--- src/rtl/fifo_batch_ctrl.sv ---
// Batch sequencer for one FIFO: fills BATCH words from upstream, then drains
// BATCH words downstream through a 2-entry skid buffer hiding the read latency.
module fifo_batch_ctrl #(
  parameter int unsigned DEPTH      = 8,
  parameter int unsigned DATA_WIDTH = 8,
  parameter int unsigned BATCH      = 8
) (
  input  logic                  clk,
  input  logic                  rst_n,
  input  logic                  start,
  output logic                  busy,
  output logic                  done,
  input  logic [DATA_WIDTH-1:0] up_data,
  input  logic                  up_valid,
  output logic                  up_ready,
  output logic [DATA_WIDTH-1:0] dn_data,
  output logic                  dn_valid,
  input  logic                  dn_ready,
  output logic                  fifo_wren,
  output logic [DATA_WIDTH-1:0] fifo_wdata,
  output logic                  fifo_rden,
  input  logic [DATA_WIDTH-1:0] fifo_rdata,
  input  logic                  fifo_full,
  input  logic                  fifo_empty
);

  localparam int unsigned CNT_W = (BATCH > 1) ? $clog2(BATCH + 1) : 1;
  localparam logic [CNT_W-1:0] BATCH_C = CNT_W'(BATCH);
  localparam logic [CNT_W-1:0] LAST_C  = CNT_W'(BATCH - 1);

  // Reject illegal batch sizes at elaboration.
  if (BATCH == 0 || BATCH > DEPTH) begin : g_batch_range
    $error("fifo_batch_ctrl: BATCH must be in 1..DEPTH");
  end

  typedef enum logic [1:0] {
    IDLE  = 2'd0,
    FILL  = 2'd1,
    DRAIN = 2'd2
  } state_t;

  state_t                state;
  state_t                state_nxt;
  logic [CNT_W-1:0]      wr_cnt;
  logic [CNT_W-1:0]      rd_cnt;
  logic [CNT_W-1:0]      out_cnt;
  logic                  inflight;
  logic                  tail_vld;
  logic [DATA_WIDTH-1:0] tail_data;
  logic                  pop;
  logic                  push;
  logic                  finish;
  logic                  fill_entry;
  logic [2:0]            occ_sum;

  assign fifo_wdata = up_data;
  assign pop        = dn_valid && dn_ready;
  assign push       = inflight;
  assign fill_entry = (state == IDLE) && start;
  // Buffer occupancy plus the read already in flight.
  assign occ_sum    = 3'(dn_valid) + 3'(tail_vld) + 3'(inflight);

  // State register.
  always_ff @(posedge clk or negedge rst_n) begin
    if (!rst_n) begin
      state <= IDLE;
    end else begin
      state <= state_nxt;
    end
  end

  // Next-state and combinational handshake outputs.
  always_comb begin
    state_nxt = state;
    up_ready  = 1'b0;
    fifo_wren = 1'b0;
    fifo_rden = 1'b0;
    finish    = 1'b0;
    unique case (state)
      IDLE: begin
        if (start) begin
          state_nxt = FILL;
        end
      end
      FILL: begin
        up_ready  = !fifo_full && (wr_cnt < BATCH_C);
        fifo_wren = up_valid && up_ready;
        if (fifo_wren && (wr_cnt == LAST_C)) begin
          state_nxt = DRAIN;
        end
      end
      DRAIN: begin
        fifo_rden = !fifo_empty && (rd_cnt < BATCH_C) &&
                    (occ_sum < (3'd2 + 3'(pop)));
        finish    = pop && (out_cnt == LAST_C);
        if (finish) begin
          state_nxt = IDLE;
        end
      end
      default: begin
        state_nxt = IDLE;
      end
    endcase
  end

  // Registered status flags and read-latency tracker.
  always_ff @(posedge clk or negedge rst_n) begin
    if (!rst_n) begin
      busy     <= 1'b0;
      done     <= 1'b0;
      inflight <= 1'b0;
    end else begin
      busy     <= (state_nxt != IDLE);
      done     <= finish;
      inflight <= fifo_rden;
    end
  end

  // Batch counters, cleared as FILL is entered.
  always_ff @(posedge clk or negedge rst_n) begin
    if (!rst_n) begin
      wr_cnt  <= '0;
      rd_cnt  <= '0;
      out_cnt <= '0;
    end else if (fill_entry) begin
      wr_cnt  <= '0;
      rd_cnt  <= '0;
      out_cnt <= '0;
    end else begin
      if (fifo_wren) begin
        wr_cnt <= wr_cnt + CNT_W'(1);
      end
      if (fifo_rden) begin
        rd_cnt <= rd_cnt + CNT_W'(1);
      end
      if ((state == DRAIN) && pop) begin
        out_cnt <= out_cnt + CNT_W'(1);
      end
    end
  end

  // Two-entry output buffer; head is dn_data/dn_valid, order preserved.
  always_ff @(posedge clk or negedge rst_n) begin
    if (!rst_n) begin
      dn_valid  <= 1'b0;
      dn_data   <= '0;
      tail_vld  <= 1'b0;
      tail_data <= '0;
    end else begin
      unique case ({push, pop})
        2'b10: begin
          if (!dn_valid) begin
            dn_valid <= 1'b1;
            dn_data  <= fifo_rdata;
          end else begin
            tail_vld  <= 1'b1;
            tail_data <= fifo_rdata;
          end
        end
        2'b01: begin
          dn_valid <= tail_vld;
          tail_vld <= 1'b0;
          if (tail_vld) begin
            dn_data <= tail_data;
          end
        end
        2'b11: begin
          if (tail_vld) begin
            dn_data   <= tail_data;
            tail_data <= fifo_rdata;
          end else begin
            dn_data <= fifo_rdata;
          end
        end
        default: begin
        end
      endcase
    end
  end

endmodule

--- config.mk ---
export PLATFORM = sky130hd
export DESIGN_NAME = fifo_batch_ctrl
export DESIGN_NICKNAME = d
export VERILOG_FILES = /design/src/rtl/fifo_batch_ctrl.sv
export SDC_FILE = /design/constraint.sdc
export NUM_CORES = 1
export LEC_CHECK = 0
export BUFFER_PORTS_ARGS = -buffer_cell sky130_fd_sc_hd__buf_2
export CAP_MARGIN = 10
export CORE_UTILIZATION = 30
export DETAILED_ROUTE_END_ITERATION = 12
export GPL_TIMING_DRIVEN = 0
export MAX_ROUTING_LAYER = met4
export PLACE_DENSITY = 0.58
export SYNTH_ARGS = -nofsm -noshare
export SYNTH_HDL_FRONTEND = slang
export SYNTH_SLANG_ARGS = --single-unit
--- constraint.sdc ---
create_clock -name clk -period 2.5 [get_ports clk]
set_input_delay 0.125 -clock clk [delete_from_list [all_inputs] [get_ports clk]]
set_output_delay 0.125 -clock clk [all_outputs]
set_load 0.005 [all_outputs]
Word-level counts from Yosys, hierarchy flattened --
Index checks and enable logic that the tools add are counted.
Operators by class: add/subtract/negate cells 6, multiplexer cells 24, equality and inequality tests 11, $lt $le $gt $ge 3, reduce and logical (&&, ||, !) cells 22
Operator list (count):
- 8-bit 2-to-1 mux | 5
- 4-bit 2-to-1 mux | 6
- 8-bit one-hot mux with 3 select lines | 1
- 8-bit one-hot mux with 2 select lines | 1
- 4-bit by 1-bit adder with 4-bit output (second input constant) | 3
- 2-bit nonzero test | 6
- 1-bit logical AND | 9
- 4-bit by 3-bit == test with 1-bit output (second input constant) | 2
- 4-bit < comparator (second input constant) | 2
- 2-bit != test (second input constant) | 4
- 2-bit == test (second input constant) | 3
- 2-bit 2-to-1 mux | 3
- 2-bit one-hot mux with 3 select lines | 1
- 3-bit AND reduction | 2
- 1-bit 2-to-1 mux | 5
- 2-bit by 1-bit == test with 1-bit output (second input constant) | 2
- 1-bit one-hot mux with 2 select lines | 2
- 2-bit by 1-bit adder with 3-bit output | 1
- 2-bit by 1-bit adder with 3-bit output (first input constant) | 1
- 3-bit < comparator | 1
- 3-bit nonzero test | 1
- 1-bit by 1-bit adder with 2-bit output | 1
- 1-bit logical NOT | 2
- 2-bit logical NOT | 1
- 2-bit AND reduction | 1
Word-level totals: bits of input ports 23, logic and storage cells 77, output and inout bits 22, register bits after elaboration 35

Logic depth before layout (Yosys ltp) --
Gate-level depths: netlist of run 1.
depth in word-level cells 7, gate-level depth with buffers 6, mapped depth without buffers 6

Least setup slack after synthesis of run 1 --
Ideal clock, no wire load.
kind register to register, start reg dn_valid, end reg dn_data[0], path buffers 0, data required time 2375 ps, stages on the path, launching flop included 7, slack 496 ps, arrival time 1880 ps, period minus slack after synthesis 2004 ps, setup time 125 ps, cell sequence dfrtp_1 > nand2_1 > inv_1 > ha_1 > nor2b_1 > a211oi_2 > mux2_2
Between the ends: longest elaborated chain between the ends 4, elaborated cells on any way between the ends 9, classes of those cells eq/ne: 5; mux: 1; reduce/logical: 3
RTL lines:
- start, declared | line 17 | output logic dn_valid,
- start signal, assigned | line 161 | dn_valid <= tail_vld;
- 1-bit logical AND | line 57 | assign pop = dn_valid && dn_ready;
- 2-bit by 1-bit == test with 1-bit output or 2-bit == test (tied branches) | line 150 | unique case ({push, pop})
- 2-bit != test (no source line) or 3-bit nonzero test (tied branches)
- 3-bit AND reduction (no source line)
- end signal, assigned | line 154 | dn_data <= fifo_rdata;
- end signal, assigned | line 164 | dn_data <= tail_data;
- end signal, assigned | line 169 | dn_data <= tail_data;
- end, declared | line 16 | output logic [DATA_WIDTH-1:0] dn_data,
Parallel ways exist; a longest one is shown, timed or not. A chain may end at the register's enable or synchronous reset.

Final worst setup path of run 1 --
start reg dn_valid, end out fifo_rden
Between the ends: longest elaborated chain between the ends 5, elaborated cells on any way between the ends 7, classes of those cells add/sub: 3; order compare: 1; mux: 1; reduce/logical: 2
RTL lines:
- 1-bit by 1-bit adder with 2-bit output or 1-bit logical AND (tied branches) | line 61, 57
- 2-bit by 1-bit adder with 3-bit output (on tied branches) | line 61, 94
- 3-bit < comparator (*) | line 94 | (occ_sum < (3'd2 + 3'(pop)));
- 1-bit logical AND (*) | line 93 | fifo_rden = !fifo_empty && (rd_cnt < BATCH_C) &&
- 1-bit 2-to-1 mux (*) | line 79 | unique case (state)
- end, declared | line 21 | output logic fifo_rden,
Every way passes the cells marked *; elsewhere a longest branch is shown, timed or not.

==> key figures, run 1 <==
Status
  • Run status: finished, final reports clean

Drt
  • Iteration-0 DRC Markers: 38
  • Number of vias per cell: 4.72
  • Detailed Routing Iterations Pass 1: 3
  • Final Routed Wirelength: 3230 µm
  • Antenna Nets Post-Route: 0
  • Drt drc: 0
  • Via count: between 1,000 and 1,500
  • Avg WL per Cell: 12.1 µm

Clock network
  • Postcts setup bufs: 0
  • Root buf cell: clkbuf_8
  • Longest Clk Path Bufs: 2
  • Num CTS Buffers: 5
  • H-tree depth: 2
  • CTS clk-pin slew, worst paths: roughly 0.070 ns
  • Worst skew pair latency: 0.28 ns
  • Clock sink count: 35
  • CTS tree: done

Worst hold path
  • Hold Crit Depth: 2
  • Hold path start: fifo_rdata[2]
  • Worst min path class: in2reg
  • WHS Endpoint: tail_data[2]$_DFFE_PN0P_

Setup path
  • R2r setup slk: about 0.32 ns
  • Crit Path Max Fanout: 8
  • R2R depth: 6
  • Critical path type: reg2out
  • CP Launch Type: register
  • Setup crit end kind: output pin
  • Crit path required time: 2.38 ns
  • Critical R2R Capture: dn_data[1]$_DFFE_PN0P_
  • Crit path DAT: 2.18 ns
  • Worst R2R Start: dn_valid$_DFFE_PN0P_

Synthesis
  • Synth cell types: 36
  • EDFF count, synth: 0
  • Synth Cell Area: 1760 µm²
  • Number of synthesis warnings: 0
  • Mapped Cells: 151
  • Syn_nets: 183
  • Post-synth ARST share: 100%
  • Prevailing post-synth register cell: dfrtp_1
  • Number of synthesized register bits: 35
  • Sequential fraction of the synthesis area: 49.7%
  • Mean Syn Cell Area: 11.7 µm²

Floorplanning
  • # rows: 27
  • Top Ports: 45
  • Core ar.: 5570 µm²
  • Die height: between 70 and 80 µm
  • Initial Utilization: 31.6%
  • Total die area: 6190 µm²
  • Chip width: slightly below 80 µm

Timing
  • Tmin final: 2.30 ns
  • Worst Tran Pin Value: 0.789 ns
  • Final hold vios: 0
  • Setup tns final: 0 ns
  • Fmax: 0.434 GHz
  • Max_slew headroom: 47.4%
  • RSZ-0062 raised after global routing: no
  • Slew Viols, Final: 0
  • Tcrit/Tclk final: between 90% and 100%
  • Setup-failing EPs final: 0
  • Clock skew: 0.00402 ns

Global route
  • Total gr overflow: 0
  • Largest net degree at the start of global routing: 36
  • First-pass GRT wire length: 5690 µm
  • Vias in the first global route: 1,254
  • Initial antenna violation count: 0
  • Total GRT Usage: 12.0%

Power and ir drop
  • Tot Pwr: 1.73 mW
  • Pleak: 1.07 nW
  • Largest vdd supply drop: 0.000241 V
  • Cell Pwr Density: 810 nW/µm²

Layout
  • Most common cell after layout, fill and taps aside: buf_2
  • FILL cells: 564
  • Layout cell share with drive strength beyond 1: 36.9%
  • Cell area after layout: 2140 µm²
  • FF+latch area: 876 µm²
  • Fin nets: 227
  • Syn-to-layout area delta: 21.3%
  • Most frequent cells in the layout: buf_2, dfrtp_1, mux2_2
  • Area of the multi-input gates: 793 µm²
  • N_diodes: 0

Flow run
  • Max cap viols: 0

Placement
  • Placed cell area: 2030 µm²
  • Detail Placement HPWL: 2370 µm
  • Final Wtd Congestion: 0.786
  • PortBufs: 36
metal layers:
layer | wire length [µm] | vias to the layer above | global-route usage [%] | part of all wire (%)
li1 | - | 621 | - | -
met1 | 1520 | 605 | 14.5 | 47
met2 | 1530 | 30 | 19.6 | 47
met3 | 162 | 4 | 3.26 | 5.0
met4 | 24 | 0 | 3.89 | 0.74
met5 | 0 | - | - | 0
registers in the layout (all words and copies together), names as in the netlist:
| signal | flops |
|---|---|
| wr_cnt | 4 |
| rd_cnt | 4 |
| tail_data | 8 |
| done | 1 |
| dn_valid | 1 |
| dn_data | 8 |
| out_cnt | 4 |
| state | 2 |
| busy | 1 |
| inflight | 1 |
| tail_vld | 1 |
worst max-delay path, stage by stage, from the launching register on:
cell	delay (ns)
dfrtp_1	0.49
fa_1	0.50
nand3b_1	0.21
a2111o_1	0.50
inv_1	0.09
buf_2	0.11
metrics by stage:
| stage | utilization (%) | worst slack [ns] | std cells | hold WS, ns |
|---|---|---|---|---|
| 2_1_floorplan | - | 0.496 | 151 | -0.171 |
| 3_3_place_gp | 36.5 | 0.183 | 259 | 0.270 |
| 3_5_place_dp | 36.5 | 0.182 | 259 | 0.264 |
| 4_1_cts | 38.2 | 0.146 | 267 | 0.0832 |
| 5_1_grt | 38.4 | 0.0412 | 267 | 0.0824 |
| 6_report | 38.4 | 0.195 | 267 | 0.0931 |
layout make-up:
| type | instances | area share (%) |
|---|---|---|
| well taps | 72 | 4.21 |
| clock buffers | 6 | 3.86 |
| plain buffers | 9 | 2.98 |
| clock inverters | 1 | 0.234 |
| repair buffers | 37 | 8.89 |
| flip-flops and latches | 35 | 41.0 |
| multi-input cells | 97 | 37.1 |
| inverters | 10 | 1.76 |
how the worst max path moves through the flow:
| stage | depth (start not counted) | slack [ns] | startpoint | end |
|---|---|---|---|---|
| after global placement | 6 | 0.18 | dn_valid$_DFFE_PN0P_ | dn_data[6]$_DFFE_PN0P_ |
| after detailed placement | 6 | 0.18 | dn_valid$_DFFE_PN0P_ | dn_data[1]$_DFFE_PN0P_ |
| after global routing | 5 | 0.04 | dn_valid$_DFFE_PN0P_ | fifo_rden |
| final | 5 | 0.20 | dn_valid$_DFFE_PN0P_ | fifo_rden |
| after CTS | 6 | 0.15 | dn_valid$_DFFE_PN0P_ | dn_data[1]$_DFFE_PN0P_ |
| after floorplan | 6 | 0.50 | dn_valid$_DFFE_PN0P_ | dn_data[0]$_DFFE_PN0P_ |
cell usage after synthesis (all sizes together) (2+ instances only):
| master | count | area (µm²) |
|---|---|---|
| dfrtp | 35 | 876 |
| mux2 | 16 | 180 |
| inv | 10 | 37.5 |
| a22o | 8 | 70.1 |
| buf | 8 | 60.1 |
| ha | 8 | 100 |
| nor2 | 8 | 32.5 |
| nand2 | 7 | 26.3 |
| o21ai | 7 | 35.0 |
| a21oi | 6 | 30.0 |
| mux2i | 6 | 60.1 |
| or3 | 4 | 25.0 |
| a2111o | 2 | 22.5 |
| a211oi | 2 | 20.0 |
| and3 | 2 | 12.5 |
| nand2b | 2 | 12.5 |
| nand3 | 2 | 10.0 |
| nand4b | 2 | 17.5 |
what timing repair did:
action | in CTS | in global routing
endpoints found under the hold margin | 35 | 0
endpoints found under the setup margin | 0 | 8
resized for setup | 0 | 1
hold buffers | 1 | 0
cell families after synthesis:
family / after synthesis / synth area share [%]
compound gates: 31 / 12.7
xor+xnor: 1 / 0.497
fa+ha+maj: 9 / 6.81
buf+inv: 19 / 5.75
flops: 35 / 49.7
mux: 22 / 13.6
simple gates: 34 / 10.9
where the power goes:
group / switching, mW / internal, mW / total (mW)
clock: 0.191 / 0.216 / 0.407
sequential: 0.107 / 0.694 / 0.800
combinational: 0.248 / 0.276 / 0.524
total: 0.546 / 1.19 / 1.73
Power figures use the tool's default switching activity.
==> inputs of run 2 (changes only) <==
--- a/config.mk
+++ b/config.mk
@@ -11,7 +11,7 @@
 export DETAILED_ROUTE_END_ITERATION = 12
 export GPL_TIMING_DRIVEN = 0
 export MAX_ROUTING_LAYER = met4
-export PLACE_DENSITY = 0.58
+export PLACE_DENSITY = 0.55
 export SYNTH_ARGS = -nofsm -noshare
 export SYNTH_HDL_FRONTEND = slang
 export SYNTH_SLANG_ARGS = --single-unit
==> run 2 against run 1 <==
Effect of this change:
- global-route usage rose by 0.15 points
- non-clock buffer count did not move
- die area did not move
- sequential power barely moved
- clock skew rose by 0.0061 ns
- count of clock-buffer cells in the layout rose by 1
- setup slack got worse by 0.049 ns
- final area rose by 0.76%
- final cell count rose by 0.37%
- clock power rose by 13%
- sequential share of layout area fell by 0.31 points
- via count rose by 0.32%
- largest power group unchanged
==> key figures, run 2 (same netlist as run 1, synthesis figures left out) <==
Placement
  • Final Wtd Congestion: roughly 0.78
  • Detail Placement HPWL: 2440 µm
  • Placed cell area: 2030 µm²
  • Place WS: 0.153 ns
  • PortBufs: 36

Timing
  • Min Hold Slack: 0.0865 ns
  • Clock skew: 0.0101 ns
  • Fmax: 0.425 GHz
  • Setup-failing EPs final: 0
  • Final hold vios: 0
  • Worst Tran Pin Value: roughly 0.77 ns
  • Max_slew headroom: 48.6%
  • Setup tns final: 0 ns
  • Slew Viols, Final: 0
  • Tcrit/Tclk final: a little over nine tenths
  • Tmin final: roughly 2.4 ns
  • Fin worst setup slack: between 0.1 and 0.15 ns
  • RSZ-0062 raised after global routing: no

Floorplanning
  • # rows: 27
  • Die height: 78.7 µm
  • Total die area: 6190 µm²
  • Chip width: 78.7 µm
  • Top Ports: 45
  • Core ar.: 5570 µm²
  • Initial Utilization: approximately a third

Drt
  • Via count: ~1,300
  • Avg WL per Cell: between 10 and 15 µm
  • Final Routed Wirelength: 3310 µm
  • Antenna Nets Post-Route: 0
  • Drt drc: 0
  • Number of vias per cell: 4.72
  • Detailed Routing Iterations Pass 1: 4
  • Iteration-0 DRC Markers: 25

Clock network
  • H-tree depth: 2
  • CTS tree: done
  • Worst skew pair latency: 0.29 ns
  • Longest Clk Path Bufs: 2
  • Clock sink count: 35
  • Root buf cell: clkbuf_8
  • Postcts setup bufs: 0
  • Num CTS Buffers: 5
  • CTS clk-pin slew, worst paths: 0.08 ns

Setup path
  • Setup crit end kind: output pin
  • Critical R2R Capture: dn_data[5]$_DFFE_PN0P_
  • Crit path required time: 2.38 ns
  • Critical path type: reg2out
  • R2r setup slk: 0.31 ns
  • Worst R2R Start: dn_valid$_DFFE_PN0P_
  • Crit path DAT: 2.23 ns
  • CP Launch Type: register
  • Crit Path Max Fanout: 8
  • R2R depth: 6

Layout
  • Fin nets: 227
  • Largest regs: dn_data x8, tail_data x8
  • Most frequent cells in the layout: buf_2, dfrtp_1, mux2_2
  • N_diodes: 0
  • Layout cell share with drive strength beyond 1: 37.2%
  • Syn-to-layout area delta: 22.2%
  • Most common cell after layout, fill and taps aside: buf_2
  • Cell area after layout: 2150 µm²

Worst hold path
  • Hold Crit Depth: 2
  • Worst min path class: in2reg
  • WHS Endpoint: tail_data[2]$_DFFE_PN0P_
  • Hold path start: fifo_rdata[2]

Global route
  • Total gr overflow: 0
  • Vias in the first global route: 1,211
  • First-pass GRT wire length: 5590 µm
  • Initial antenna violation count: 0
  • Total GRT Usage: approximately an eighth
  • Largest net degree at the start of global routing: 36

Status
  • Run status: finished, final reports clean

Power and ir drop
  • Largest vdd supply drop: 0.000290 V
  • Tot Pwr: 1.78 mW
  • Cell Pwr Density: 828 nW/µm²
  • Pleak: 1.08 nW

Flow run
  • Max cap viols: 0
==> run 2: changes by cell type in the layout (fill, tap and decap cells not counted) <==
cell	previous run	this run
clkbuf_8	6	7
clkinv_2	1	0
clkinvlp_4	0	1
==> run 2: final cells by class <==
class	count	area (µm²)
Fill cell	557	3420
Multi-Input combinational cell	97	793
Inverter	10	37.5
Buffer	9	63.8
Tap cell	72	90.1
Timing Repair Buffer	37	190
Sequential cell	35	876
Clock inverter	1	7.51
Clock buffer	7	96.3
==> run 2: critical path: stages, from the launching register on <==
cell and delay [ns]:
dfrtp_1 0.50, fa_1 0.51, nand3b_1 0.21, a2111o_1 0.51
inv_1 0.09, buf_2 0.11
==> run 2: worst max-delay path by stage <==
| stage | startpoint | slack (ns) | cells past startpoint | to |
|---|---|---|---|---|
| 2_1_floorplan | dn_valid$_DFFE_PN0P_ | 0.50 | 6 | dn_data[0]$_DFFE_PN0P_ |
| 3_3_place_gp | dn_valid$_DFFE_PN0P_ | 0.18 | 6 | dn_data[1]$_DFFE_PN0P_ |
| 3_5_place_dp | dn_valid$_DFFE_PN0P_ | 0.15 | 6 | dn_data[5]$_DFFE_PN0P_ |
| 4_1_cts | dn_valid$_DFFE_PN0P_ | 0.14 | 5 | fifo_rden |
| 5_1_grt | dn_valid$_DFFE_PN0P_ | 0.06 | 5 | fifo_rden |
| 6_report | dn_valid$_DFFE_PN0P_ | 0.15 | 5 | fifo_rden |
==> run 2: report_power, final <==
group          total [mW]  switching (mW)  internal [mW]
Clock               0.460           0.209          0.251
Combinational       0.525           0.249          0.277
Sequential          0.798           0.105          0.693
==> run 2: what timing repair did <==
action                                  4_1_cts  5_1_grt
resized for setup                             0        1
endpoints found under the setup margin        0        2
hold endpoints to repair                     35        0
hold buffers                                  1        0
==> run 2: layer usage <==
metal	track usage [%]	wire (µm)	share of wire (%)	vias to the layer above
li1	-	-	-	626
met1	14.7	1530	46	608
met2	18.6	1580	48	26
met3	3.72	149	4.5	4
met4	5.56	49	1.5	0
met5	-	0	0	-
==> run 2: metrics by stage <==
stage          utilization, %  cells
2_1_floorplan               -    151
3_3_place_gp             36.5    259
3_5_place_dp             36.5    259
4_1_cts                  38.5    268
5_1_grt                  38.7    268
6_report                 38.7    268
